**src/rtl/imm_instr_encoder.sv**
```systemverilog
// RV32I immediate-format instruction encoder: request handshake, range/alignment
// checks, output FIFO and saturating counters. Optional U/J support: IMM_ENC_UJ_EN.
module imm_instr_encoder #(
  parameter int unsigned FIFO_DEPTH = 2,
  parameter int unsigned CNT_W      = 16
) (
  input  logic              clk,
  input  logic              rst_n,
  input  logic              in_valid,
  output logic              in_ready,
  input  logic [2:0]        in_fmt,
  input  logic [4:0]        in_rd,
  input  logic [4:0]        in_rs1,
  input  logic [4:0]        in_rs2,
  input  logic [2:0]        in_funct3,
  input  logic [31:0]       in_imm,
  output logic              out_valid,
  input  logic              out_ready,
  output logic [31:0]       out_instr,
  output logic              out_err,
  output logic [CNT_W-1:0]  enc_count,
  output logic [CNT_W-1:0]  err_count
);

  localparam int unsigned AW = $clog2(FIFO_DEPTH);
  localparam int unsigned CW = AW + 1;
  localparam int unsigned EW = 33;

  localparam logic [6:0]  OPC_I   = 7'b0010011;
  localparam logic [6:0]  OPC_LD  = 7'b0000011;
  localparam logic [6:0]  OPC_ST  = 7'b0100011;
  localparam logic [6:0]  OPC_BR  = 7'b1100011;
`ifdef IMM_ENC_UJ_EN
  localparam logic [6:0]  OPC_LUI = 7'b0110111;
  localparam logic [6:0]  OPC_JAL = 7'b1101111;
`endif
  localparam logic [31:0] NOP     = 32'h0000_0013;
  localparam logic [CNT_W-1:0] CNT_MAX = '1;

  logic signed [31:0] w_imm_s;
  logic               w_imm12_ok;
  logic               w_br_ok;
  logic               w_legal;
  logic [31:0]        w_word;
  logic               w_push;
  logic               w_pop;
  logic [CW-1:0]      w_count_nxt;
  logic [EW-1:0]      w_head;

  logic [EW-1:0]      r_mem [FIFO_DEPTH];
  logic [AW-1:0]      r_wr_ptr;
  logic [AW-1:0]      r_rd_ptr;
  logic [CW-1:0]      r_count;
  logic               r_in_ready;
  logic               r_out_valid;
  logic [CNT_W-1:0]   r_enc_count;
  logic [CNT_W-1:0]   r_err_count;

  // Range checks run on the full 32-bit value, so upper bits must be sign extension.
  assign w_imm_s    = $signed(in_imm);
  assign w_imm12_ok = (w_imm_s >= -32'sd2048) && (w_imm_s <= 32'sd2047);
  assign w_br_ok    = (w_imm_s >= -32'sd4096) && (w_imm_s <= 32'sd4094) && !in_imm[0];

  always_comb begin
    w_legal = 1'b0;
    w_word  = NOP;
    case (in_fmt)
      3'd0: begin
        w_legal = w_imm12_ok;
        w_word  = {in_imm[11:0], in_rs1, in_funct3, in_rd, OPC_I};
      end
      3'd1: begin
        w_legal = w_imm12_ok;
        w_word  = {in_imm[11:0], in_rs1, in_funct3, in_rd, OPC_LD};
      end
      3'd2: begin
        w_legal = w_imm12_ok;
        w_word  = {in_imm[11:5], in_rs2, in_rs1, in_funct3, in_imm[4:0], OPC_ST};
      end
      3'd3: begin
        w_legal = w_br_ok;
        w_word  = {in_imm[12], in_imm[10:5], in_rs2, in_rs1, in_funct3,
                   in_imm[4:1], in_imm[11], OPC_BR};
      end
`ifdef IMM_ENC_UJ_EN
      3'd4: begin
        w_legal = (in_imm[11:0] == 12'd0);
        w_word  = {in_imm[31:12], in_rd, OPC_LUI};
      end
      3'd5: begin
        w_legal = (w_imm_s >= -32'sd1048576) && (w_imm_s <= 32'sd1048574) && !in_imm[0];
        w_word  = {in_imm[20], in_imm[10:1], in_imm[11], in_imm[19:12], in_rd, OPC_JAL};
      end
`endif
      default: ;
    endcase
    if (!w_legal) w_word = NOP;
  end

  assign w_push      = in_valid && r_in_ready;
  assign w_pop       = r_out_valid && out_ready;
  assign w_count_nxt = r_count + CW'(w_push) - CW'(w_pop);

  // Encoded beat is written straight into the FIFO; the head entry drives the outputs.
  always_ff @(posedge clk) begin
    if (!rst_n) begin
      r_mem       <= '{default: '0};
      r_wr_ptr    <= '0;
      r_rd_ptr    <= '0;
      r_count     <= '0;
      r_in_ready  <= 1'b0;
      r_out_valid <= 1'b0;
      r_enc_count <= '0;
      r_err_count <= '0;
    end else begin
      if (w_push) begin
        r_mem[r_wr_ptr] <= {!w_legal, w_word};
        r_wr_ptr        <= r_wr_ptr + AW'(1);
        if (r_enc_count != CNT_MAX) r_enc_count <= r_enc_count + CNT_W'(1);
        if (!w_legal && (r_err_count != CNT_MAX)) r_err_count <= r_err_count + CNT_W'(1);
      end
      if (w_pop) r_rd_ptr <= r_rd_ptr + AW'(1);
      r_count     <= w_count_nxt;
      r_in_ready  <= (w_count_nxt != CW'(FIFO_DEPTH));
      r_out_valid <= (w_count_nxt != CW'(0));
    end
  end

  assign w_head    = r_mem[r_rd_ptr];
  assign in_ready  = r_in_ready;
  assign out_valid = r_out_valid;
  assign out_instr = w_head[31:0];
  assign out_err   = w_head[32];
  assign enc_count = r_enc_count;
  assign err_count = r_err_count;

endmodule

```
**config.mk**
```make
export PLATFORM = sky130hd
export DESIGN_NAME = imm_instr_encoder
export DESIGN_NICKNAME = d
export VERILOG_FILES = /design/src/rtl/imm_instr_encoder.sv
export SDC_FILE = /design/constraint.sdc
export NUM_CORES = 1
export LEC_CHECK = 0
export BUFFER_PORTS_ARGS = -buffer_cell sky130_fd_sc_hd__buf_2
export CORE_MARGIN = 1
export CORE_UTILIZATION = 45
export DETAILED_ROUTE_END_ITERATION = 16
export PLACE_DENSITY_LB_ADDON = 0.3
export SETUP_SLACK_MARGIN = 0.02
export SYNTH_ARGS = -nofsm -noshare
export SYNTH_HDL_FRONTEND = slang
export SYNTH_SLANG_ARGS = --single-unit
```
**constraint.sdc**
```tcl
create_clock -name clk -period 3.1 [get_ports clk]
set_clock_uncertainty 0.1 [all_clocks]
set_input_delay 0.155 -clock clk [delete_from_list [all_inputs] [get_ports clk]]
set_output_delay 0.155 -clock clk [all_outputs]
set_load 0.005 [all_outputs]
```
### After elaboration in Yosys (flattened, before gate mapping)

Index checks and enable logic that the tools add are counted.

| operators by class | value |
|---|---|
| $add $sub $neg | 6 |
| $lt $le $gt $ge | 7 |
| eq/ne operators | 6 |
| multiplexer cells | 9 |
| bitwise gates (word level) | 2 |
| reduce and logical (&&, ||, !) cells | 14 |

Operators with widths:

| operator | number |
|---|---|
| 2-to-1 mux 33 bit | 4 |
| one-hot mux 32 bit (4 select lines) | 1 |
| bitwise mux 66 bit | 1 |
| demux 33 bit (select 1 bit) | 1 |
| adder 16 x 1 -> 16 bit, second input constant | 2 |
| >= comparator 32 x 12 -> 1 bit, second input constant | 1 |
| >= comparator 32 x 13 -> 1 bit, second input constant | 1 |
| less-or-equal comparator 32 x 12 -> 1 bit, second input constant | 1 |
| less-or-equal comparator 32 x 13 -> 1 bit, second input constant | 1 |
| 2-to-1 mux 32 bit | 1 |
| inequality test 16 bit, second input constant | 2 |
| logical AND 1 bit | 7 |
| equality test 3 x 2 -> 1 bit, second input constant | 2 |
| >= comparator 2 bit, second input constant | 2 |
| inverter 1 -> 2 bit | 2 |
| AND reduction 2 bit | 2 |
| equality test 3 x 1 -> 1 bit, second input constant | 1 |
| zero test 3 bit | 1 |
| OR reduction 3 bit | 1 |
| adder 1 bit, second input constant | 2 |
| adder 2 x 1 -> 2 bit | 1 |
| zero test 1 bit | 2 |
| < comparator 2 x 1 -> 1 bit, second input constant | 1 |
| inequality test 2 bit, second input constant | 1 |
| other kinds (3) | 3 |

| word-level totals | value |
|---|---|
| flip-flop bits (word level) | 104 |
| input port bits | 57 |
| output and inout bits | 67 |
| word-level logic and storage cells | 53 |

### Longest topological paths before layout

Gate-level depths: netlist of the first run.

| logic depth | value |
|---|---|
| depth after elaboration | 7 |
| mapped depth | 8 |
| gate-level depth less buffers | 8 |

### Least setup slack after synthesis of the first run

Ideal clock, no wire load.

| timing path | value |
|---|---|
| path kind | reg-to-reg |
| start | register r_err_count[0] (netlist: err_count[0]) |
| end | register r_err_count[7] (netlist: err_count[7]) |
| library setup time | 115 ps |
| arrival | 1,667 ps |
| data required time | 2,885 ps |
| path slack | 1,218 ps |
| stages on the path, launching flop included | 9 |
| path buffers | 1 |
| period minus slack after synthesis | 1,882 ps |
| cell sequence | dfxtp_1 > ha_1 > nand3_1 > nor2_2 > a41oi_4 > nand3_4 > buf_6 > o31a_1 > o21a_1 |

| between the ends | value |
|---|---|
| longest elaborated chain between the ends | 3 |
| elaborated cells on any way between the ends | 4 |
| those cells by class | add/sub (1); eq/ne (1); reduce/logical (2) |

RTL lines:

| what | line | source |
|---|---|---|
| from (decl) | 57 | `logic [CNT_W-1:0] r_err_count;` |
| from (signal assigned) | 120 | `if (!w_legal && (r_err_count != CNT_MAX)) r_err_count <= r_err_count + CNT_W'(1);` |
| branches (longest 3 deep; another with adder 16 x 1 -> 16 bit) | -- |  |

Parallel ways; which one is timed is not known.
A chain may end at the register's enable or synchronous reset.

### Final worst setup path of the first run

| timing path | value |
|---|---|
| start | register r_err_count[0] (netlist: err_count[0]) |
| end | register r_err_count[9] (netlist: err_count[9]) |

Same word-level chain as after synthesis.

==> impl_metrics.tcl, run 1 <==
set metrics [dict create \
    status "complete, no violations" \
    clock_sinks 98 \
    synth_flop_cell "dfxtp_1" \
    gr-usage-met1 0.267 \
    rsz0062_at_grt "false" \
    start_util 0.472 \
    gr-max-usage-layer "met2" \
    async_reset_ff_frac 0 \
    viasPerCell 5.41 \
    finalHoldViolCount 0 \
    drc 0 \
    synthCells 496 \
    final_util 0.579 \
    antenna_found_initial 0 \
    ys_warn_count 0 \
    cap_violations 0 \
    postRouteAntennaNets 0 \
    drt-wirelength-per-cell_um 14.4 \
    period_needed_ps 2130 \
    critical_path_required_ps 3290 \
    setup_viol 0 \
    wirelength_mm 10.9 \
    gr-usage-all-layers 0.212 \
    peakVddDrop_v 0.000289 \
    area_growth_pct 22.8 \
    dieHeight_um 101 \
    grt_pass1_vias 3738 \
    criticalPathCategory "reg -> reg" \
    hpwl_mm 7.51 \
    syn_area_um2 4440 \
    cts.clk_slew.worst_paths_ps 100 \
    synth_cell_type_count 47 \
    finalWeightedCongestion 0.757 \
    io_pins 124 \
    numCtsBuffers 9 \
    p_sw_frac 0.300 \
    setup.worst_path.start_class "register" \
    met3_usage 0.0290 \
    row_count 35 \
    cts.path.max_buffers 2 \
    synth_top_area_share 0.442 \
    synthTopCellsByArea "dfxtp_1 44%, mux2_2 7.6%, nand3_1 5.4%" \
    final_nets 680 \
    tightest_slew_ps 816 \
    n_antenna_cell 0 \
    p_per_area_nw_per_um2 476 \
    cts_tree "yes" \
    max-slew-margin-rel 0.454 \
    final_common_cell "buf_2" \
    area.sequential_um2 1960 \
    dieArea_um2 10300 \
    pwr-share-comb 0.167 \
    ys_ff_latch 98 \
    drt-pass1-iter-count 4 \
    clk_latency_ps 360 \
    finalPower_w 0.00259 \
    end_kind "register" \
    finalCritPeriodShare 0.687 \
    power.share.clock 0.298 \
    setup-tns-final_ps 0 \
    multiInputGateArea_um2 2320 \
    synth_edf_count 0 \
    leakagePower_nw 2.37 \
    final_cell_mix "121 x buf_2, 97 x dfxtp_1, 50 x nand2_1" \
    use_met2 0.367 \
    drive_above_1_share 0.295 \
    grt_max_degree 65 \
    synth_largest_area_cell "dfxtp_1" \
    internal_power_w 0.00182 \
    vias 4071 \
    drt_iter0_drc 72 \
    min_path_type "in -> reg" \
    overflow 0 \
    cts-root-buf "clkbuf_8" \
    crit_fanout 15 \
    grt_pass1_wl_mm 17.3 \
    core_area_um2 9420 \
    io_buffers 121 \
    cts_max_level 3 \
    p_switching_w 0.000778 \
    fillers 863 \
    avgSynthCellArea_um2 8.96 \
    slew_violations 0 \
    die_w_um 101 \
    arrival_ps 2320 \
    seqPwrFrac 0.535 \
    cts.repair.resized 0 \
    synth_seq_area_share 0.442 \
    fmax_mhz 469 \
]
[kinds of logic (layout without fill, tap and decap cells)]
kind of cell / Yosys count / in the layout / synth area share
adder cells (fa/ha/maj): 4 / 4 / 0.0113
multiplexers: 43 / 43 / 0.105
AND/OR/NAND/NOR: 201 / 201 / 0.227
AO/OA/AOI/OAI: 96 / 96 / 0.145
XOR/XNOR: 16 / 16 / 0.0315
flip-flops: 98 / 98 / 0.442
buffers and inverters: 37 / 164 / 0.0375
other: 1 / 2 / 0.000844
[power by group through the flow]
| stage | clock [W] | sequential, W | combinational, W |
|---|---|---|---|
| 5_1_grt | 0.000847 | 0.00140 | 0.000482 |
| 3_3_place_gp | 0 | 0.00142 | 0.000407 |
| 3_5_place_dp | 0 | 0.00142 | 0.000420 |
| 2_1_floorplan | 0 | 0.00138 | 0.000315 |
| 4_1_cts | 0.000801 | 0.00139 | 0.000436 |
| 6_report | 0.000773 | 0.00139 | 0.000433 |
[critical path, cell delays in order, from the launching register on]
cell     delay, ps
dfxtp_1        380
ha_1           260
nand3_1        100
nor2_2          80
a41oi_4        300
nand3_4        190
or4_1          490
a21oi_1        150
[final cells by class]
class                      count  area share
inverter                       6     0.00413
multi-input combinational    362       0.425
sequential                    98       0.360
timing repair buffer         142       0.147
clock buffer                   9      0.0227
tap                          129      0.0296
clock inverter                 7      0.0117
[metal layers]
| metal | up-vias | share of wire |
|---|---|---|
| li1 | 2026 | - |
| met1 | 1920 | 0.46 |
| met3 | 11 | 0.045 |
| met5 | - | 0 |
| met4 | 0 | 0.013 |
| met2 | 114 | 0.49 |
[Yosys cell counts, types with 7 or more instances]
cell type	instances
dfxtp_1	98
nand2_1	50
nand3_1	48
nor2_1	45
mux2_2	30
o21ai_0	26
a22o_1	22
a21oi_1	18
clkbuf_1	18
mux2i_1	13
nand4_1	12
xor2_1	12
o21ai_1	10
nor4_1	7
[path summary, 6_finish.rpt]
path                             start  cells after the start                   endpoint  slack [ps]
min                          in_imm[0]                      4     r_mem[39]$_SDFFE_PN0P_          70
max          err_count[0]$_SDFFE_PN0P_                      7  err_count[9]$_SDFFE_PN0P_         970
max reg2reg  err_count[0]$_SDFFE_PN0P_                      7  err_count[9]$_SDFFE_PN0P_         970
min reg2reg     r_mem[46]$_SDFFE_PN0P_                      2     r_mem[46]$_SDFFE_PN0P_         360
[registers in the layout, summed over array words and instances, names as in the netlist]
| name | count |
|---|---|
| enc_count | 16 |
| err_count | 16 |
| in_ready | 1 |
| out_valid | 1 |
| r_count | 2 |
| r_mem | 60 |
| r_rd_ptr | 1 |
| r_wr_ptr | 1 |
[timing repair]
action	CTS	global route
hold buffers	15	0
buffers inserted	0	0
endpoints found under the hold margin	28	0
[through the flow]
stage          cell area, µm²  setup WS (ps)  hold WS, ps  std cells
2_1_floorplan            4450           1220          204        497
3_3_place_gp             5120           1020          318        722
3_5_place_dp             5120            932          321        722
4_1_cts                  5450            976         44.2        753
5_1_grt                  5450            844         85.7        753
6_report                 5450            969         68.5        753
No activity file was read; power rests on OpenSTA's default activity.
==> run 2: changes to the inputs <==
- clock period: 3.1 -> 2.14 ns (I/O delays scaled with it)
==> run 2 against run 1 <==
Against the previous run: global-route usage rose by 0.16 points; hold slack got worse by 49 ps; combinational power rose by 79%; clock power rose by 62%; largest power group unchanged; setup slack got worse by 890 ps; flip-flop and latch count did not move; non-clock buffer count rose by 14; first-iteration DRC count rose by 83%; core utilization rose by 1.7 points.
==> impl_metrics.tcl, run 2 (synthesis results as in run 1) <==
set metrics [dict create \
    cts_max_level 3 \
    antenna_found_initial 0 \
    p_per_area_nw_per_um2 712 \
    grt_max_degree 47 \
    core_area_um2 9420 \
    setup_viol 0 \
    clock_sinks 98 \
    die_w_um 101 \
    largest_reg_flops 60 \
    r2r_slack_ps 80 \
    peakVddDrop_v 0.000348 \
    cap_violations 0 \
    endpoint "err_count[4]$_SDFFE_PN0P_" \
    drive_above_1_share 0.316 \
    criticalPathCategory "reg -> reg" \
    drt-wirelength-per-cell_um 14.6 \
    instances_no_fill 768 \
    worst-r2r-cell-count 7 \
    cts.clk_slew.worst_paths_ps 90 \
    postRouteAntennaNets 0 \
    drc 0 \
    n_antenna_cell 0 \
    cts_tree "yes" \
    overflow 0 \
    critical_path.startpoint "err_count[9]$_SDFFE_PN0P_" \
    leakagePower_nw 2.46 \
    r2r-start "err_count[9]$_SDFFE_PN0P_" \
    setup.worst_path.start_class "register" \
    finalHoldViolCount 0 \
    final_util 0.596 \
    largest_register "r_mem" \
    area_growth_pct 26.3 \
    clk_latency_ps 360 \
    hold_slack_ps 19.3 \
    tightest_slew_ps 794 \
    critical_path_required_ps 2340 \
    dieArea_um2 10300 \
    finalWeightedCongestion 0.823 \
    crit_fanout 6 \
    numCtsBuffers 9 \
    r2r_end "err_count[4]$_SDFFE_PN0P_" \
    slew_violations 0 \
    min_path_type "in -> reg" \
    drt-pass1-iter-count 4 \
    final_cell_mix "121 x buf_2, 95 x dfxtp_1, 50 x nand2_1" \
    end_kind "register" \
    row_count 35 \
    max-slew-margin-rel 0.469 \
    finalCritPeriodShare 0.963 \
    dieHeight_um 101 \
    drt_iter0_drc 132 \
    setup-tns-final_ps 0 \
    vias 4168 \
    cts.path.max_buffers 2 \
    dp_cells 730 \
    start_util 0.472 \
    viasPerCell 5.43 \
    cts-root-buf "clkbuf_8" \
    rsz0062_at_grt "true" \
    hpwl_mm 7.68 \
    final_nets 695 \
    final_common_cell "buf_2" \
    grt_pass1_vias 3851 \
    grt_pass1_wl_mm 17.4 \
    fmax_mhz 485 \
    wirelength_mm 11.2 \
    status "complete, no violations" \
    gr-usage-all-layers 0.213 \
    io_pins 124 \
    arrival_ps 2260 \
    io_buffers 121 \
    period_needed_ps 2060 \
]
## run 2: cell types whose count changed in the layout (fill, tap and decap cells not counted), moves of 2 or more
cell / before / now
dfxtp_2: 1 / 3
inv_8: 2 / 0
buf_4: 6 / 19
dfxtp_1: 97 / 95
clkbuf_8: 9 / 11
## run 2: where the power goes
| part | total [W] | internal [W] | switching, W | leakage, nW |
|---|---|---|---|---|
| Combinational | 0.000775 | 0.000361 | 0.000414 | 1.56 |
| Clock | 0.00125 | 0.000608 | 0.000642 | 0.102 |
| Sequential | 0.00197 | 0.00190 | 0.0000657 | 0.793 |
## run 2: metal layers
layer	global-route usage	wire length, µm	share of wire	vias to the layer above
met5	0	0	0	-
met4	0.0702	114	0.010	0
met3	0.0359	533	0.048	9
met2	0.375	5390	0.48	130
met1	0.265	5160	0.46	1968
li1	-	-	-	2061
## run 2: worst min-delay path by stage
stage,from,cells past startpoint,to,slack [ps]
floorplan,in_funct3[0],2,r_mem[45]$_SDFFE_PN0P_,160
global placement,in_funct3[0],3,r_mem[45]$_SDFFE_PN0P_,270
detailed placement,in_rs1[3],3,r_mem[51]$_SDFFE_PN0P_,270
CTS,in_imm[0],4,r_mem[39]$_SDFFE_PN0P_,5
global route,in_imm[0],4,r_mem[39]$_SDFFE_PN0P_,20
finish,in_imm[0],4,r_mem[39]$_SDFFE_PN0P_,20
## run 2: critical path, stage by stage, from the launching register on
cell and delay [ps]:
dfxtp_1 370, and4_4 200, and3_4 190, a41oi_4 290, nand3_4 140, buf_4 170, or4_1 460, nand2_1 80
## run 2: area by class of cell
type / count / area (µm²)
Clock buffer: 11 / 151
Clock inverter: 5 / 62.6
Timing Repair Buffer: 156 / 918
Fill cell: 855 / 3800
Tap cell: 129 / 161
Multi-Input combinational cell: 363 / 2330
Inverter: 6 / 22.5
Sequential cell: 98 / 1970
## run 2: through the flow
stage / total power, W / area, µm² / setup slack (ps)
global placement: 0.00270 / 5190 / 158
global route: 0.00419 / 5610 / 9.16
CTS: 0.00398 / 5550 / 76.4
floorplan: 0.00245 / 4450 / 258
finish: 0.00399 / 5610 / 79.7
detailed placement: 0.00272 / 5190 / 99.7
## run 2: timing repair
action | in CTS | in global routing
endpoints found under the setup margin | 0 | 3
endpoints found under the hold margin | 29 | 0
gates resized for setup | 0 | 3
hold buffers | 15 | 0
buffers inserted | 0 | 6
==> run 3: changes to the inputs <==
- CTS_BUF_LIST: unset -> sky130_fd_sc_hd__clkbuf_4
==> run 3 against run 2 <==
Against the previous run: flip-flop and latch count stayed put; design area is 2.9% higher; combinational power is 4.1% higher; setup slack better by 18 ps; first-iteration DRC count is 23% lower; via count is 2.3% higher; wire length is 1.8% higher; non-clock buffer count is 21 higher; maximum frequency is 0.88% higher; critical path depth stayed put; critical path type unchanged; largest power group unchanged.
==> impl_metrics.tcl, run 3 (synthesis results as in run 1) <==
set metrics [dict create \
    status "complete, no violations" \
    drive_above_1_share 0.308 \
    clk_latency_ps 450 \
    slew_violations 0 \
    grt_max_degree 47 \
    final_nets 716 \
    cts-root-buf "clkbuf_4" \
    dieArea_um2 10300 \
    r2r-start "err_count[10]$_SDFFE_PN0P_" \
    crit_fanout 5 \
    drc 0 \
    final_util 0.613 \
    row_count 35 \
    viasPerCell 5.40 \
    overflow 0 \
    period_needed_ps 2040 \
    final_cell_mix "121 x buf_2, 93 x dfxtp_1, 50 x nand2_1" \
    core_area_um2 9420 \
    critical_path.startpoint "err_count[10]$_SDFFE_PN0P_" \
    drt_iter0_drc 101 \
    min_path_type "in -> reg" \
    criticalPathCategory "reg -> reg" \
    postRouteAntennaNets 0 \
    rsz0062_at_grt "true" \
    hpwl_mm 7.68 \
    drt-wirelength-per-cell_um 14.4 \
    setup-tns-final_ps 0 \
    drt-pass1-iter-count 4 \
    cts.clk_slew.worst_paths_ps 140 \
    peakVddDrop_v 0.000347 \
    io_pins 124 \
    fmax_mhz 490 \
    n_antenna_cell 0 \
    numCtsBuffers 9 \
    largest_register "r_mem" \
    finalWeightedCongestion 0.823 \
    cts_tree "yes" \
    die_w_um 101 \
    min_from "in_rd[0]" \
    tightest_slew_ps 775 \
    antenna_found_initial 0 \
    vias 4262 \
    start_util 0.472 \
    setup_ws_ps 97.7 \
    wirelength_mm 11.4 \
    finalHoldViolCount 0 \
    grt_pass1_wl_mm 17.9 \
    io_buffers 121 \
    grt_pass1_vias 4033 \
    cts.path.max_buffers 2 \
    setup.worst_path.start_class "register" \
    critical_path_required_ps 2440 \
    leakagePower_nw 2.51 \
    setup_viol 0 \
    largest_reg_flops 60 \
    dieHeight_um 101 \
    finalCritPeriodShare 0.954 \
    clock_sinks 98 \
    dp_slack_ps 99.7 \
    cts_max_level 3 \
    cap_violations 0 \
    gr-usage-all-layers 0.221 \
    final_common_cell "buf_2" \
    arrival_ps 2350 \
    area_growth_pct 30.0 \
    end_kind "register" \
    max-slew-margin-rel 0.482 \
    p_per_area_nw_per_um2 649 \
]
run 3: cell types whose count changed in the layout (fill, tap and decap cells not counted), moves of 2 or more:
cell | before | now
clkinv_1 | 1 | 3
clkbuf_4 | 0 | 9
dlygate4sd3_1 | 15 | 36
dfxtp_1 | 95 | 93
clkbuf_8 | 11 | 0
run 3: final cells by class:
class	count	area, µm²
Sequential cell	98	1970
Tap cell	129	161
Multi-Input combinational cell	363	2350
Clock buffer	9	67.6
Fill cell	825	3640
Clock inverter	7	70.1
Inverter	6	22.5
Timing Repair Buffer	177	1130
run 3: timing repair:
item | 4_1_cts | 5_1_grt
hold endpoints to repair | 56 | 0
endpoints found under the setup margin | 0 | 5
resized for setup | 0 | 9
hold buffers | 36 | 0
setup buffers | 0 | 6
run 3: power breakdown:
part,internal [W],total [W],switching [W]
combinational,0.000389,0.000807,0.000418
clock,0.000352,0.000970,0.000618
sequential,0.00191,0.00197,0.0000658
total,0.00265,0.00375,0.00110
run 3: final timing paths:
| check | depth (start not counted) | to | slack, ps |
|---|---|---|---|
| worst max-delay path | 7 | err_count[4]$_SDFFE_PN0P_ | 100 |
| worst min-delay path | 4 | r_mem[40]$_SDFFE_PN0P_ | 30 |
| worst max register to register | 7 | err_count[4]$_SDFFE_PN0P_ | 100 |
| worst min register to register | 2 | r_mem[39]$_SDFFE_PN0P_ | 360 |
run 3: per-layer routing:
layer | global-route usage | share of wire | vias to the layer above
li1 | - | - | 2108
met1 | 0.266 | 0.46 | 2025
met2 | 0.394 | 0.49 | 117
met3 | 0.0373 | 0.043 | 12
met4 | 0.0825 | 0.014 | 0
met5 | 0 | 0 | -
run 3: worst max-delay path, cell delays in order, from the launching register on:
cell     delay (ps)
dfxtp_1         370
and4_4          200
and3_4          190
a41oi_4         300
nand3_4         140
buf_4           170
or4_1           450
nand2_1          80
run 3: stage by stage:
stage                     hold slack (ps)  instances  cell area (µm²)  total power (W)
after detailed placement              275        730             5190          0.00272
final                                31.2        789             5770          0.00375
after CTS                            3.79        782             5690          0.00374
after floorplan                       156        497             4450          0.00245
after global placement                271        730             5190          0.00270
after global routing                 21.6        789             5770          0.00395
